### src/rtl/l1_rr_burst_arbiter.sv
// L1-to-L2 request arbiter: fixed-priority or round-robin grant, write bursts
// hold the L2 port until their last word, and read returns are routed by sub-ID.
module l1_rr_burst_arbiter #(
   parameter int NUM_PORTS = 4,
   parameter int ADDR_W    = 30,
   parameter int DATA_W    = 32,
   parameter int SIZE_W    = 5,
   parameter int RR_MODE   = 1,
   parameter int SUB_ID_W  = $clog2(NUM_PORTS)
) (
   input  logic                            clk,
   input  logic                            rst,
   input  logic [NUM_PORTS-1:0]            req,
   input  logic [NUM_PORTS*ADDR_W-1:0]     req_addr,
   input  logic [NUM_PORTS-1:0]            req_rnw,
   input  logic [NUM_PORTS*(DATA_W/8)-1:0] req_be,
   input  logic [NUM_PORTS*SIZE_W-1:0]     req_size,
   input  logic [NUM_PORTS*DATA_W-1:0]     req_wdata,
   input  logic [NUM_PORTS-1:0]            req_wvalid,
   output logic [NUM_PORTS-1:0]            ack,
   output logic [NUM_PORTS-1:0]            wack,
   input  logic                            l2_request_full,
   input  logic                            l2_data_full,
   output logic                            l2_request_push,
   output logic [ADDR_W-1:0]               l2_addr,
   output logic                            l2_rnw,
   output logic [DATA_W/8-1:0]             l2_be,
   output logic [SIZE_W-1:0]               l2_size,
   output logic [SUB_ID_W-1:0]             l2_sub_id,
   output logic                            l2_wr_data_push,
   output logic [DATA_W-1:0]               l2_wr_data,
   input  logic [DATA_W-1:0]               l2_rd_data,
   input  logic                            l2_rd_data_valid,
   input  logic [SUB_ID_W-1:0]             l2_rd_sub_id,
   output logic                            l2_rd_data_ack,
   output logic [DATA_W-1:0]               rsp_data,
   output logic [NUM_PORTS-1:0]            rsp_valid
);

   localparam int BE_W = DATA_W / 8;

   typedef enum logic [0:0] {
      IDLE   = 1'b0,
      WBURST = 1'b1
   } state_e;

   state_e              state_q, state_d;
   logic [SUB_ID_W-1:0] rr_ptr_q, rr_ptr_d;
   logic [SUB_ID_W-1:0] burst_port_q, burst_port_d;
   logic [SIZE_W-1:0]   burst_cnt_q, burst_cnt_d;

   logic [SUB_ID_W-1:0] grant_s;
   logic                grant_vld_s;
   logic                push_ready_s;

   logic [ADDR_W-1:0]   addr_a  [NUM_PORTS];
   logic [BE_W-1:0]     be_a    [NUM_PORTS];
   logic [SIZE_W-1:0]   size_a  [NUM_PORTS];
   logic [DATA_W-1:0]   wdata_a [NUM_PORTS];

   for (genvar p = 0; p < NUM_PORTS; p++) begin : g_unpack
      assign addr_a[p]  = req_addr[p*ADDR_W +: ADDR_W];
      assign be_a[p]    = req_be[p*BE_W +: BE_W];
      assign size_a[p]  = req_size[p*SIZE_W +: SIZE_W];
      assign wdata_a[p] = req_wdata[p*DATA_W +: DATA_W];
   end

   assign push_ready_s = ~l2_request_full & ~l2_data_full;

   // Grant selection: first requester found scanning from index 0 or from rr_ptr with wrap.
   always_comb begin
      logic [SUB_ID_W-1:0] idx_s;
      grant_vld_s = 1'b0;
      grant_s     = '0;
      idx_s       = '0;
      for (int k = 0; k < NUM_PORTS; k++) begin
         if (RR_MODE != 0) begin
            idx_s = SUB_ID_W'((int'(rr_ptr_q) + k) % NUM_PORTS);
         end else begin
            idx_s = SUB_ID_W'(k);
         end
         if (!grant_vld_s && req[idx_s]) begin
            grant_vld_s = 1'b1;
            grant_s     = idx_s;
         end else begin
            grant_vld_s = grant_vld_s;
         end
      end
   end

   // Next-state and grant outputs; everything handshaking is forced low during reset.
   always_comb begin
      state_d         = state_q;
      rr_ptr_d        = rr_ptr_q;
      burst_port_d    = burst_port_q;
      burst_cnt_d     = burst_cnt_q;
      ack             = '0;
      wack            = '0;
      l2_request_push = 1'b0;
      l2_wr_data_push = 1'b0;
      l2_addr         = addr_a[grant_s];
      l2_rnw          = req_rnw[grant_s];
      l2_be           = be_a[grant_s];
      l2_size         = size_a[grant_s];
      l2_sub_id       = grant_s;
      l2_wr_data      = wdata_a[grant_s];

      case (state_q)
         IDLE: begin
            if (!rst && grant_vld_s && push_ready_s) begin
               l2_request_push = 1'b1;
               ack[grant_s]    = 1'b1;
               if (RR_MODE != 0) begin
                  rr_ptr_d = SUB_ID_W'((int'(grant_s) + 1) % NUM_PORTS);
               end else begin
                  rr_ptr_d = rr_ptr_q;
               end
               if (!req_rnw[grant_s]) begin
                  // Word 1 travels with the command; only S>0 needs the burst state.
                  l2_wr_data_push = 1'b1;
                  if (size_a[grant_s] != '0) begin
                     state_d      = WBURST;
                     burst_port_d = grant_s;
                     burst_cnt_d  = size_a[grant_s];
                  end else begin
                     state_d = IDLE;
                  end
               end else begin
                  state_d = IDLE;
               end
            end else begin
               state_d = IDLE;
            end
         end

         WBURST: begin
            l2_wr_data = wdata_a[burst_port_q];
            if (!rst && req_wvalid[burst_port_q] && !l2_data_full) begin
               l2_wr_data_push    = 1'b1;
               wack[burst_port_q] = 1'b1;
               burst_cnt_d        = burst_cnt_q - SIZE_W'(1);
               if (burst_cnt_q <= SIZE_W'(1)) begin
                  state_d = IDLE;
               end else begin
                  state_d = WBURST;
               end
            end else begin
               state_d = WBURST;
            end
         end

         default: begin
            state_d = IDLE;
         end
      endcase
   end

   // Arbiter state registers.
   always_ff @(posedge clk or posedge rst) begin
      if (rst) begin
         state_q      <= IDLE;
         rr_ptr_q     <= '0;
         burst_port_q <= '0;
         burst_cnt_q  <= '0;
      end else begin
         state_q      <= state_d;
         rr_ptr_q     <= rr_ptr_d;
         burst_port_q <= burst_port_d;
         burst_cnt_q  <= burst_cnt_d;
      end
   end

   assign l2_rd_data_ack = l2_rd_data_valid;
   assign rsp_data       = l2_rd_data;

   // Return routing: an out-of-range sub-ID matches no port.
   always_comb begin
      rsp_valid = '0;
      for (int i = 0; i < NUM_PORTS; i++) begin
         rsp_valid[i] = l2_rd_data_valid && (int'(l2_rd_sub_id) == i);
      end
   end

endmodule

### config.mk
export PLATFORM = sky130hd
export DESIGN_NAME = l1_rr_burst_arbiter
export DESIGN_NICKNAME = d
export VERILOG_FILES = /design/src/rtl/l1_rr_burst_arbiter.sv
export SDC_FILE = /design/constraint.sdc
export NUM_CORES = 1
export LEC_CHECK = 0
export CORE_AREA = 2 2 175 177
export DETAILED_ROUTE_END_ITERATION = 10
export DIE_AREA = 0 0 177 179
export SETUP_SLACK_MARGIN = 0.15
export SLEW_MARGIN = 20
export SYNTH_ARGS = -nofsm -noshare
export SYNTH_HDL_FRONTEND = slang
export SYNTH_SLANG_ARGS = --single-unit
### constraint.sdc
create_clock -name clk -period 6.2 [get_ports clk]
set_clock_uncertainty 0.15 [all_clocks]
set_input_delay 1.24 -clock clk [delete_from_list [all_inputs] [get_ports clk]]
set_output_delay 1.24 -clock clk [all_outputs]
set_load 0.05 [all_outputs]
## Word-level counts from Yosys, hierarchy flattened

Index checks and enable logic that the tools add are counted.

- Register bits after elaboration: 10
- Bits of input ports: 335
- Output and inout port bits: 121
- Word-level logic and storage cells: 118

- Add/sub/neg operators: 5
- Magnitude comparators: 11
- Eq/ne operators: 7
- Multiplexer cells: 61
- Bitwise gates (word level): 7
- Reductions and logical operators: 23

Operator list:

| kind | number |
|---|---|
| two-way mux 32 bit | 5 |
| binary-select mux 32 bit (select 2 bit) | 2 |
| binary-select mux 30 bit (select 2 bit) | 1 |
| two-way mux 30 bit | 2 |
| two-way mux 5 bit | 6 |
| two-way mux 4 bit | 6 |
| two-way mux 1 bit | 22 |
| < comparator 2 x 3 -> 1 bit (second input constant) | 6 |
| logical AND 1 bit | 13 |
| binary-select mux 1 bit (select 2 bit) | 6 |
| binary-select mux 5 bit (select 2 bit) | 1 |
| one-hot mux 5 bit (2 select lines) | 1 |
| binary-select mux 4 bit (select 2 bit) | 1 |
| two-way mux 2 bit | 4 |
| AND reduction 4 bit | 2 |
| greater-or-equal comparator 3 bit (second input constant) | 2 |
| inequality test 2 bit (second input constant) | 3 |
| NOT 2 -> 3 bit | 2 |
| less-or-equal comparator 5 x 1 -> 1 bit (second input constant) | 1 |
| zero test 1 bit | 5 |
| nonzero test 5 bit | 1 |
| subtractor 5 x 1 -> 5 bit (second input constant) | 1 |
| adder 2 x 1 -> 2 bit (second input constant) | 2 |
| adder 2 bit (second input constant) | 2 |
| 10 further kinds | 17 |

## Logic depth before layout (Yosys ltp)

Gate-level depths: netlist (run 1).

- Word-level depth: 21
- Gate-level depth with buffers: 13
- Depth with buffers taken out: 9

## Least setup slack after synthesis (run 1)

No wires, ideal clock.

- Path type: input to output
- Start point: input req[3]
- End point: output l2_addr[23]
- Arrival time: 3.891 ns
- Data required time: 4.810 ns
- Setup slack: 0.919 ns
- Stages on the path: 10
- Buffers on the path: 4
- Path through: mux2i_1 o2bb2ai_1 or2_1 buf_4 buf_6 inv_2 buf_2 clkbuf_1 nand2_1 a31oi_1

- Cells in the longest elaborated chain, start to end: 16
- Elaborated cells on any way between the ends: 25
- Classes of those cells: mux (18); bitwise (1); reduce/logical (6)

RTL lines:

| what | RTL line | text |
|---|---|---|
| from (decl) | 13 | `input logic [NUM_PORTS-1:0] req,` |
| binary-select mux 1 bit (select 2 bit) | 82 | `if (!grant_vld_s && req[idx_s]) begin` |
| two-way mux 1 bit (not written as such) | 82 |  |
| two-way mux 1 bit | 82 |  |
| zero test 1 bit | 82 |  |
| logical AND 1 bit | 82 |  |
| two-way mux 1 bit | 82 |  |
| zero test 1 bit | 82 |  |
| logical AND 1 bit | 82 |  |
| two-way mux 1 bit | 82 |  |
| zero test 1 bit | 82 |  |
| logical AND 1 bit | 82 |  |
| two-way mux 2 bit * | 82 |  |
| net l2_sub_id[0] | 29 | `output logic [SUB_ID_W-1:0] l2_sub_id,` |
| NOT 2 -> 3 bit (not written as such) * | 101 | `l2_addr = addr_a[grant_s];` |
| binary-select mux 30 bit (select 2 bit) * | 101 |  |
| two-way mux 30 bit (not written as such) * (2 in a row) | 101 |  |
| to (decl) | 25 | `output logic [ADDR_W-1:0] l2_addr,` |

Mark *: on every way through the listed nets, which the timed path passes. The rest lies on a longest branch. The select of a mux whose other input is x is not followed.

## Worst setup path in the final report (run 1)

- Start point: input req[3]
- End point: output ack[3]

- Cells in the longest elaborated chain, start to end: 18
- Elaborated cells on any way between the ends: 31
- Classes of those cells: order compare (2); mux (20); reduce/logical (9)

RTL lines:

| what | RTL line | text |
|---|---|---|
| binary-select mux 1 bit (select 2 bit) | 82 |  |
| two-way mux 1 bit (not written as such) | 82 |  |
| two-way mux 1 bit | 82 |  |
| zero test 1 bit | 82 |  |
| logical AND 1 bit | 82 |  |
| two-way mux 1 bit | 82 |  |
| zero test 1 bit | 82 |  |
| logical AND 1 bit | 82 |  |
| (+2 left out) | n/a |  |
| logical AND 1 bit | 82 |  |
| two-way mux 2 bit | 82 |  |
| < comparator 2 x 3 -> 1 bit (not written as such) or greater-or-equal comparator 2 x 1 -> 1 bit (tied branches) | 112 | `ack[grant_s] = 1'b1;` |
| logical AND 1 bit (not written as such) | 112 |  |
| two-way mux 1 bit (not written as such) | 112 |  |
| demux 1 bit (select 2 bit) | 112 |  |
| two-way mux 4 bit * | 110 | `if (!rst && grant_vld_s && push_ready_s) begin` |
| two-way mux 4 bit * | 108 | `case (state_q)` |
| to (decl) | 20 | `output logic [NUM_PORTS-1:0] ack,` |

Every way passes the cells marked *; elsewhere a longest branch is shown, timed or not. The select of a mux whose other input is x is not followed.

==> results of run 1 <==
-- cell usage after synthesis, types with 3 or more instances --
master,instances,share of area
buf_4,36,0.060
clkbuf_1,46,0.038
inv_1,12,0.010
o21ai_0,11,0.012
ha_1,6,0.017
dfrtp_1,10,0.055
mux2_2,7,0.017
a31oi_1,36,0.050
nor3b_1,4,0.0066
nand2_1,336,0.28
o21ai_1,25,0.028
and2_1,5,0.0069
nor3_1,3,0.0033
and3_1,36,0.050
buf_2,7,0.0077
mux4_2,33,0.16
buf_1,6,0.0050
mux2i_1,13,0.029
a21oi_1,3,0.0033
nor2_1,9,0.0075
nand3_1,65,0.072
-- sequential cells by signal, indices dropped and copies added, names as in the netlist --
register,flops
state_q,1
burst_cnt_q,5
rr_ptr_q,2
burst_port_q,2
-- layer usage --
metal  part of all wire  vias up  track usage
met1               0.39     2994        0.152
li1                   -     3157            -
met4              0.017        0       0.0303
met2               0.49      313        0.233
met3               0.10       27       0.0392
met5                  0        -            0
-- kinds of logic after synthesis --
kind of cell | after synthesis
and+or+nand+nor | 475
buffers and inverters | 111
AOI/OAI and AO/OA | 90
muxes | 55
DFF | 10
adders and majority gates | 6
xor gates and xnor gates | 1
-- power by group through the flow --
stage,sequential (mW),combinational (mW),clock (mW)
2_1_floorplan,0.113,2.44,0
3_3_place_gp,0.124,3.73,0
3_5_place_dp,0.126,3.76,0
4_1_cts,0.125,3.76,0.128
5_1_grt,0.131,3.97,0.133
6_report,0.125,3.73,0.126
-- final timing paths --
| path | from | end | slack (ns) | cells past startpoint |
|---|---|---|---|---|
| worst max-delay path | req[3] | ack[3] | 0.88 | 8 |
| worst min-delay path | burst_cnt_q[3]$_DFFE_PP0P_ | burst_cnt_q[3]$_DFFE_PP0P_ | 0.41 | 2 |
| worst max register to register | rr_ptr_q[1]$_DFFE_PP0P_ | burst_port_q[0]$_DFFE_PP0P_ | 3.01 | 9 |
| worst min register to register | burst_cnt_q[3]$_DFFE_PP0P_ | burst_cnt_q[3]$_DFFE_PP0P_ | 0.41 | 2 |
| max in group asynchronous | rst | state_q$_DFF_PP0_ | 4.40 | 2 |
| min in group asynchronous | rst | burst_port_q[0]$_DFFE_PP0P_ | 1.21 | 2 |
-- area by class of cell --
cell class,instances,area (µm²),area share
well taps,396,495,0.0561
inverters,14,55.1,0.00624
repair buffers,402,4230,0.480
multi-input cells,627,3700,0.419
clock buffers,4,88.8,0.0101
flip-flops and latches,10,254,0.0288
diodes,1,2.50,0.000283
-- stage by stage --
stage          power, mW  std cells  hold slack, ns  cell area, µm²
3_3_place_gp        3.86       1449           0.381            8740
3_5_place_dp        3.88       1449           0.390            8740
4_1_cts             4.02       1453           0.400            8830
5_1_grt             4.24       1454           0.474            8830
2_1_floorplan       2.56        748           0.353            4520
6_report            3.98       1454           0.407            8830
-- critical path, cell delays in order --
cell and delay [ns]:
clkdlybuf4s50_1 0.61, mux2i_1 0.12, o2bb2ai_1 0.15, or2_4 0.34, inv_4 0.34, ha_1 0.21, and2_1 0.12, clkdlybuf4s50_1 0.79
==> impl_results.md, run 1 <==
* Status: complete, no violations
* DRT iter0 DRCs at roughly 200
* Hold_buf cts at 0
* Area delta synth->final at 95.3%
* Fillers at 3267
* H-tree depth at 1
* Core Region at about 30000 µm²
* Post-synthesis cell count at 748
* Least-Margin Pin Slew at ~0.80 ns
* IO Count at 456
* Worst Path Required at 4.81 ns
* CTS Root Buffer Type: clkbuf_16
* Logic pwr share at 0.937
* Gr ovfl total at 0
* Die X at between 150 and 200 µm
* CTS tree: yes
* I/O Buffers at ~400
* Ys flop type: dfrtp_1
* Setup bufs post-CTS at 0
* Post-synthesis xor/xnor area fraction at 0.00194
* Post-synthesis simple-gate area fraction at 0.455
* Internal power at about 1.6 mW
* Multiplexer share of the synthesized area at 0.216
* Final core occ at 0.294
* Hold Fails Final Rpt at 0
* Vias per cell at 4.46
* Pre-CTS setup slack at 0.865 ns
* Lkg Pwr at ~3.8 nW
* Gr usage total at 0.130
* Routed length per instance at 15.8 µm
* CP Data Arrival Time at 3.93 ns
* Setup tns final at 0 ns
* Max_cap viols at 0
* Clock power frac at 0.032
* Post-Syn Area at 4520 µm²
* Starting density of the core at 0.151
* PwrDens at 451 nW/µm²
* Worst-Skew Late Latency at 0.24 ns
* Final WS setup at 0.875 ns
* Post-synth ARST share at 1.00
* Sink Count at 10
* # rows at 64
* DRT Pass-1 Iters at 4
* Sequential Power Share at 0.032
* Startpoint types: input port
* DP HPWL at between 15000 and 20000 µm
* Type of the worst setup path: in -> out
* DR DRC count at 0
* Yosys cell types at 53
* Relative slew slack at 0.469
* Largest family of logic cells by synthesized area: simple AND/OR/NAND/NOR gates
* Die footprint at 31700 µm²
* Commonest non-fill, non-tap cells in the layout: nand2_1 (336), clkdlybuf4s50_1 (316), nand3_1 (65)
* Switch Pwr at 2.35 mW
* Yosys warns at 0
* Die span in y at about 180 µm
* Maximum clock rate at 188 MHz
* Endpoint class of the critical path: primary output
* Routability cong. at 0.785
* Syn Nets at between 1000 and 1500
* Slew Limit Fails at 0
* Layout cells sized above 1 at 0.137
* Crit path time final at 5.32 ns
* Final setup vio count at 0
* Compound-Gate Fraction of Synth Area at 0.128
* Most common cell after layout, fill and taps aside: nand2_1
* Post-Synth Adder-Cell Area at 0.0166
* Period utilization at 0.859
* Syn Area/Cell at 6.04 µm²
* Largest net degree at the start of global routing at 96
* WL final at approximately 23000 µm
* Hold Crit Class: reg -> reg
* Sw Ratio at 0.590
* Antenna Nets Post-Route at 0
* TritonCTS buffer count at 3
* Vias in the first global route at approximately 6200
* Maximum vdd drop at between 0.2 and 0.25 mV
* Final #Nets at ~1400
* Register area share after synthesis at 0.0554
* CTS Buffer Depth at 2
* Clk pin slew, worst setup/hold paths at approximately 0.040 ns
* Initial antenna violation count at 1
* Max Fanout on Critical Path at 33
* Synth Register Bits at 10
* Post-cts sizing count at 0
* RSZ-0062 raised after global routing: no
* First-pass GRT wire length at 33200 µm
* Number of flops mapped to enable cells by yosys at 0
* Vias post-DR at 6491
Note: power is estimated with default switching activity, not from simulation.
==> inputs of run 2 (changes only) <==
--- a/config.mk
+++ b/config.mk
@@ -8,6 +8,7 @@
 export CORE_AREA = 2 2 175 177
 export DETAILED_ROUTE_END_ITERATION = 10
 export DIE_AREA = 0 0 177 179
+export REMOVE_ABC_BUFFERS = 1
 export SETUP_SLACK_MARGIN = 0.15
 export SLEW_MARGIN = 20
 export SYNTH_ARGS = -nofsm -noshare
==> run 2 against run 1 <==
Flip-flop and latch count unchanged; final area grew 5.8%; wire length up 3.6%; highest routed layer is now met5; first-iteration DRC count decreased by 8.4%; register-to-register slack worse by 0.19 ns; hold slack got worse by 0.0069 ns; critical path depth grew 2; clock power fell by 9%; total power is 13% higher.
==> impl_results.md, run 2 (synthesized netlist as in run 1, its figures left out) <==
* I/O Buffers at 391
* CP peak stage delay at roughly 0.59 ns
* Period utilization at 0.869
* Vias per cell at 4.52
* Crit path max-delay family: buffers and inverters
* Most flop-heavy register: burst_cnt_q
* Worst Path Required at 4.81 ns
* WL final at about 24000 µm
* Commonest non-fill, non-tap cells in the layout: nand2_1 (336), clkdlybuf4s50_1 (315), buf_12 (75)
* Post-cts sizing count at 0
* Initial antenna violation count at 1
* Clk pin slew, worst setup/hold paths at 0.04 ns
* Pre-CTS setup slack at 0.817 ns
* Final core occ at 0.311
* Worst-Skew Late Latency at 0.23 ns
* Max_cap viols at 0
* Crit-path cells: clkdlybuf4s50_1, nand2b_1, a21oi_1, or2_4, buf_4, nand2_1, nand3_1, nand2_1, o21ai_0, buf_12
* Gr ovfl total at 0
* First-pass GRT wire length at 35300 µm
* # rows at 64
* Largest regs: burst_cnt_q (5), burst_port_q (2), rr_ptr_q (2)
* Antenna Nets Post-Route at 0
* RSZ-0062 raised after global routing: no
* Most common cell after layout, fill and taps aside: nand2_1
* Area delta synth->final at 107%
* Largest net degree at the start of global routing at 66
* Hold Fails Final Rpt at 0
* Type of the worst setup path: in -> out
* Slowest cell on crit path: clkdlybuf4s50_1
* CP Depth at 10
* Status: complete, no violations
* Reg-to-Reg Start: rr_ptr_q[1]$_DFFE_PP0P_
* Hold Crit Class: reg -> reg
* CP Data Arrival Time at about 4 ns
* Lkg Pwr at 3.95 nW
* Maximum clock rate at 186 MHz
* Vias post-DR at 6580
* Least-Margin Pin Slew at roughly 0.76 ns
* DRT iter0 DRCs at 185
* Die span in y at between 150 and 200 µm
* CTS tree: yes
* Crit. Startpoint: req[2]
* DRT Pass-1 Iters at 4
* Hold Crit Start: burst_cnt_q[3]$_DFFE_PP0P_
* Sink Count at 10
* CP Buf/Inv Count at 3
* Most common cell on crit path: nand2_1
* Starting density of the core at 0.151
* Maximum vdd drop at 0.215 mV
* Slew Limit Fails at 0
* Setup bufs post-CTS at 0
* Die footprint at 31700 µm²
* Relative slew slack at 0.490
* Vias in the first global route at about 6600
* CTS Buffer Depth at 2
* # diodes at 0
* Die X at 177 µm
* DR DRC count at 0
* PwrDens at 482 nW/µm²
* Final #Nets at 1401
* TritonCTS buffer count at 3
* Core Region at 30000 µm²
* Reg2Reg Depth at 10
* CTS Root Buffer Type: clkbuf_16
* Routability cong. at around 0.82
* DP HPWL at around 19000 µm
* Fillers at 3213
* Worst hold path depth at 2
* Routed length per instance at around 16 µm
* Hold_buf cts at 0
* H-tree depth at 1
* Endpoint class of the critical path: primary output
* Final setup vio count at 0
* Final WS setup at 0.814 ns
* Layout cells sized above 1 at 0.139
* Gr usage total at 0.138
* Crit path time final at 5.39 ns
* Largest register FFs at 5
* Max Fanout on Critical Path at 50
* IO Count at 456
* Startpoint types: input port
-- run 2: power by group --
group / switching, mW / internal (mW)
sequential: 0.0454 / 0.0972
combinational: 2.38 / 1.87
clock: 0.0292 / 0.0861
total: 2.45 / 2.06
-- run 2: layer usage --
layer	vias up	global-route usage	routed length (µm)
met2	336	0.245	11500
met3	29	0.0520	2550
met4	2	0.0210	266
met5	-	0.00481	13
li1	3159	-	-
met1	3054	0.161	9490
-- run 2: path summary, 6_finish.rpt --
| path | to | slack (ns) |
|---|---|---|
| max | l2_wr_data[22] | 0.81 |
| min | burst_cnt_q[3]$_DFFE_PP0P_ | 0.40 |
| max reg2reg | burst_cnt_q[1]$_DFFE_PP0P_ | 2.82 |
| min reg2reg | burst_cnt_q[3]$_DFFE_PP0P_ | 0.40 |
| max in group asynchronous | state_q$_DFF_PP0_ | 4.41 |
| min in group asynchronous | rr_ptr_q[1]$_DFFE_PP0P_ | 1.20 |
-- run 2: through the flow --
step                      setup TNS [ns]  instances  hold WS [ns]  total power [mW]  area, µm²
after detailed placement               0       1451         0.393              4.43       9260
after global routing                   0       1455         0.461              4.78       9340
after global placement                 0       1451         0.385              4.40       9260
final                                  0       1455         0.400              4.51       9340
after CTS                              0       1455         0.401              4.55       9340
after floorplan                  -157.57        651         0.353              2.46       4000
-- run 2: worst min-delay path, cell delays in order, from the launching register on --
cell      delay (ns)
dfrtp_1         0.34
nand4b_1        0.09
o21ai_1         0.08
-- run 2: area by class of cell --
type                    count  area (µm²)  area share
repair buffers            404        4760       0.509
well taps                 396         495      0.0530
multi-input cells         627        3700       0.396
inverters                  14        55.1     0.00589
flip-flops and latches     10         254      0.0272
clock buffers               4        78.8     0.00844
==> variant 1 (settings of run 1) <==
Make the reset (`rst`) synchronous in one clocked block.
--- a/src/rtl/l1_rr_burst_arbiter.sv
+++ b/src/rtl/l1_rr_burst_arbiter.sv
@@ -157,5 +157,5 @@
 
    // Arbiter state registers.
-   always_ff @(posedge clk or posedge rst) begin
+   always_ff @(posedge clk) begin
       if (rst) begin
          state_q      <= IDLE;
Behaviour: differs if rst is asserted again (counterexample within 4 cycles, from zero or initial values and one cycle with rst high); with rst held inactive, the same outputs for 4 cycles.
==> variant 1 against run 1 <==
  * Sequential cell count stayed put
  * Synthesized area down 2.7%
  * Worst setup slack improved by 0.071 ns
  * Wire length increased by 2.4%
  * Design area down 4.7%
  * Critical path type unchanged
  * Critical endpoint is now l2_addr[15]
  * Largest cell class unchanged
Power is left out: it rests on default switching activity, and per cell area and clock period it moved more than threefold.
==> variant 1: results (changes against run 1) <==
global_route:
  grtUsageMet2: 0.2401  # +0.007134
  grt_pass1_wl_um: 34420  # +3.6%
  grt_util_all_layers: 0.1357  # +0.005261
  grt_max_degree: 76  # -21%
  grt_pass1_vias: 6332  # +2.1%
detailed_routing:
  dr.pass1.iters: 5  # +1
  wl_met2_um: 11420  # +1.6%
  met3_length_um: 2185  # -8.1%
  vias_per_cell: 4.444  # -0.46%
  totalWireLength_um: 23570  # +2.4%
worst_setup_path:
  worstPathArrival_ns: 3.86  # -0.07 ns
  path_max_fanout: 75  # +130%
  crit_family: "simple AND/OR/NAND/NOR gates"
timing:
  worst_pin_slew_ns: 0.7807  # -0.01653 ns
logic_synthesis:
  yosysSeqAreaShare: 0.04552  # -0.009836
  synth.top_cell.area_share: 0.2936  # +0.01461
  synthCells: 747  # -0.13%
  ys_types: 40  # -25%
  synth.area.top_cells: "nand2_1 (29%), mux4_2 (17%), o21ai_0 (7.6%)"
  synth-async-reset-ratio: 0  # -1.000
  synthTopCellsByCount: "nand2_1 (344), o21ai_0 (67), clkbuf_1 (57)"
place:
  hpwl_um: 18640  # +0.99%
  place.gp.congestion: 0.8831  # +12%
  place_area_um2: 8325  # -4.7%
  post-place-ws_ns: 0.9528  # +0.08742 ns
run_status:
  status: "finished clean"
finish:
  num-nonclk-inverters: 6  # -8
  fillers: 3306  # +1.2%
  multi_input_area_share: 0.4379  # +0.01898
  multi_input_cells: 635  # +1.3%
worst_hold_path:
  hold_path_end: "rr_ptr_q[0]"
## variant 1: cell types whose count changed in the layout (fill, tap and decap cells not counted), moves of 8 or more
cell,before,now
o21ai_0,11,67
nand3_1,65,32
buf_4,52,79
buf_12,34,9
o21ai_1,25,0
nor2_1,9,18
inv_1,12,4
nand2_1,336,344
## variant 1: how the worst max path moves through the flow
| stage | start | slack (ns) | end |
|---|---|---|---|
| after floorplan | req[2] | 0.33 | l2_wr_data[10] |
| after detailed placement | req[0] | 0.95 | l2_addr[15] |
| after global routing | req[3] | 0.75 | l2_wr_data[21] |
| after CTS | req[1] | 0.94 | l2_addr[15] |
| after global placement | req[3] | 0.96 | l2_addr[15] |
| final | req[3] | 0.95 | l2_addr[15] |
## variant 1: kinds of logic after synthesis
family	share of synthesized area
AND/OR/NAND/NOR	0.4401
AO/OA/AOI/OAI	0.1633
buffers and inverters	0.1169
adder cells (fa/ha/maj)	0.01707
multiplexers	0.2111
flip-flops	0.04552
XOR/XNOR	0.005975
==> variant 2 (config.mk and constraints of run 1) <==
Made on the original files. The parameter `SIZE_W` goes from 5 to 6.
--- a/src/rtl/l1_rr_burst_arbiter.sv
+++ b/src/rtl/l1_rr_burst_arbiter.sv
@@ -5,5 +5,5 @@
    parameter int ADDR_W    = 30,
    parameter int DATA_W    = 32,
-   parameter int SIZE_W    = 5,
+   parameter int SIZE_W    = 6,
    parameter int RR_MODE   = 1,
    parameter int SUB_ID_W  = $clog2(NUM_PORTS)
Ports: changed (resized l2_size and req_size); port bits go from 456 to 461. No check against the original RTL was run, so the function may have changed too.
==> variant 2 against run 1 <==
  * Via count up 5.0%
  * Design area up 7.5%
  * Worst setup slack worse by 0.17 ns
  * Power up 22%
  * Critical path depth unchanged
  * Synthesized area up 2.9%
  * Sequential cell count up 1
  * Highest routed layer unchanged
  * Register-to-register slack better by 0.05 ns
  * Synthesized cell count up 4.9%
  * Wire length up 6.1%
  * Clock power down 3%
  * Utilization up 2.2 points
==> variant 2: results (changes against run 1) <==
place:
  place.gp.congestion: 0.8414  # +7.1%
  port_buffers: 396  # +1.3%
  dp.cells: 1503  # +3.7%
  post-place-ws_ns: 0.7219  # -0.1435 ns
  hpwl_um: 19310  # +4.6%
logic_synthesis:
  yosysSeqAreaShare: 0.05917  # +0.003816
  synth_adder_area_share: 0.01614  # -0.0004690
  synth_compound_gate_area_share: 0.1501  # +0.02193
  synth.area.top_cells: "nand2_1 (27%), mux4_2 (16%), nand3_1 (9.8%)"
  ys_types: 47  # -11%
  synthCells: 785  # +4.9%
  syn-num-nets: 1130  # +3.8%
  synth-xor-area-share: 0.003765  # +0.001828
detailed_routing:
  drt-initial-drc-count: 300  # +49%
  totalWireLength_um: 24430  # +6.1%
  via_count: 6813  # +5.0%
  wl_met2_um: 11780  # +4.8%
  wl_per_cell_um: 16.21  # +2.4%
  met3_length_um: 2732  # +15%
worst_hold_path:
  hold_depth: 1  # -1
  min-delay-start: "burst_cnt_q[1]"
finish:
  drive_gt1_frac: 0.1440  # +0.006834
  fillers: 3232  # -1.1%
  top_regs: "burst_cnt_q x6, burst_port_q x2, rr_ptr_q x2"
run_status:
  status: "finished clean"
global_route:
  grt_max_degree: 101  # +5.2%
  met3_usage: 0.04686  # +0.007634
  grt_util_all_layers: 0.1394  # +0.008869
  grtUsageMet2: 0.2375  # +0.004540
  grt_pass1_wl_um: 35050  # +5.4%
power:
  p_leak_uw: 0.003981  # +5.9%
  ir_worst_vdd_mv: 0.2581  # +17%
worst_setup_path:
  worstRegToRegCells: 10  # +1
  path_max_fanout: 38  # +15%
  ff2ff_setup_slack_ns: 3.06  # +0.05 ns
  r2r-end: "burst_cnt_q[1]"
  worstPathArrival_ns: 4.11  # +0.18 ns
  reg2reg_from: "rr_ptr_q[0]"
timing:
  worst_pin_slew_ns: 0.7707  # -0.02658 ns
clock_network:
  cts_resized: 0  # unchanged
  clockBufferDepth: 2  # unchanged
## variant 2: changes by cell type in the layout (fill, tap and decap cells not counted), moves of 5 or more
cell,before,now
o21ai_0,11,50
buf_12,34,65
nand3_1,65,91
o21ai_1,25,2
buf_4,52,37
mux2i_1,13,0
and2_1,4,10
nor2b_1,0,5
## variant 2: critical path, stage by stage
cell	delay, ns
clkdlybuf4s50_1	0.58
nand2b_1	0.12
a21o_1	0.40
nand2_4	0.17
clkinv_2	0.52
buf_12	0.41
a31oi_1	0.42
buf_12	0.21
## variant 2: metrics by stage
stage	total power, uW	instance area, um^2
after global placement	4745	9413
final	4865	9493
after CTS	4911	9493
after floorplan	2810	4652
after detailed placement	4771	9413
after global routing	5162	9493
## variant 2: cell families (layout without fill, tap and decap cells)
group,Yosys count,count (layout)
and+or+nand+nor,508,508
muxes,38,38
xor gates and xnor gates,2,2
adders and majority gates,6,6
AOI/OAI and AO/OA,112,112
buffers and inverters,108,434
DFF,11,11
## variant 2: worst max-delay path by stage
stage	startpoint	endpoint	slack, ns
6_report	req[0]	l2_addr[5]	0.70
3_3_place_gp	req[0]	l2_wr_data[11]	0.74
3_5_place_dp	req[2]	l2_wr_data[11]	0.72
4_1_cts	req[2]	l2_wr_data[11]	0.70
2_1_floorplan	req[2]	l2_addr[23]	0.97
5_1_grt	req[1]	l2_wr_data[11]	0.53
## variant 2: final cells by class
class,count,area [um^2],share of cell area
clock buffers,3,75.07,0.007908
flip-flops and latches,11,279.0,0.02939
multi-input cells,666,3835,0.4040
repair buffers,420,4762,0.5016
inverters,10,41.29,0.004350
clock inverters,1,5.005,0.0005272
well taps,396,495.5,0.05219
## variant 2: where the power goes
group / internal, uW / switching, uW
Sequential: 106 / 36.0
Combinational: 1940 / 2660
Clock: 85.7 / 35.9
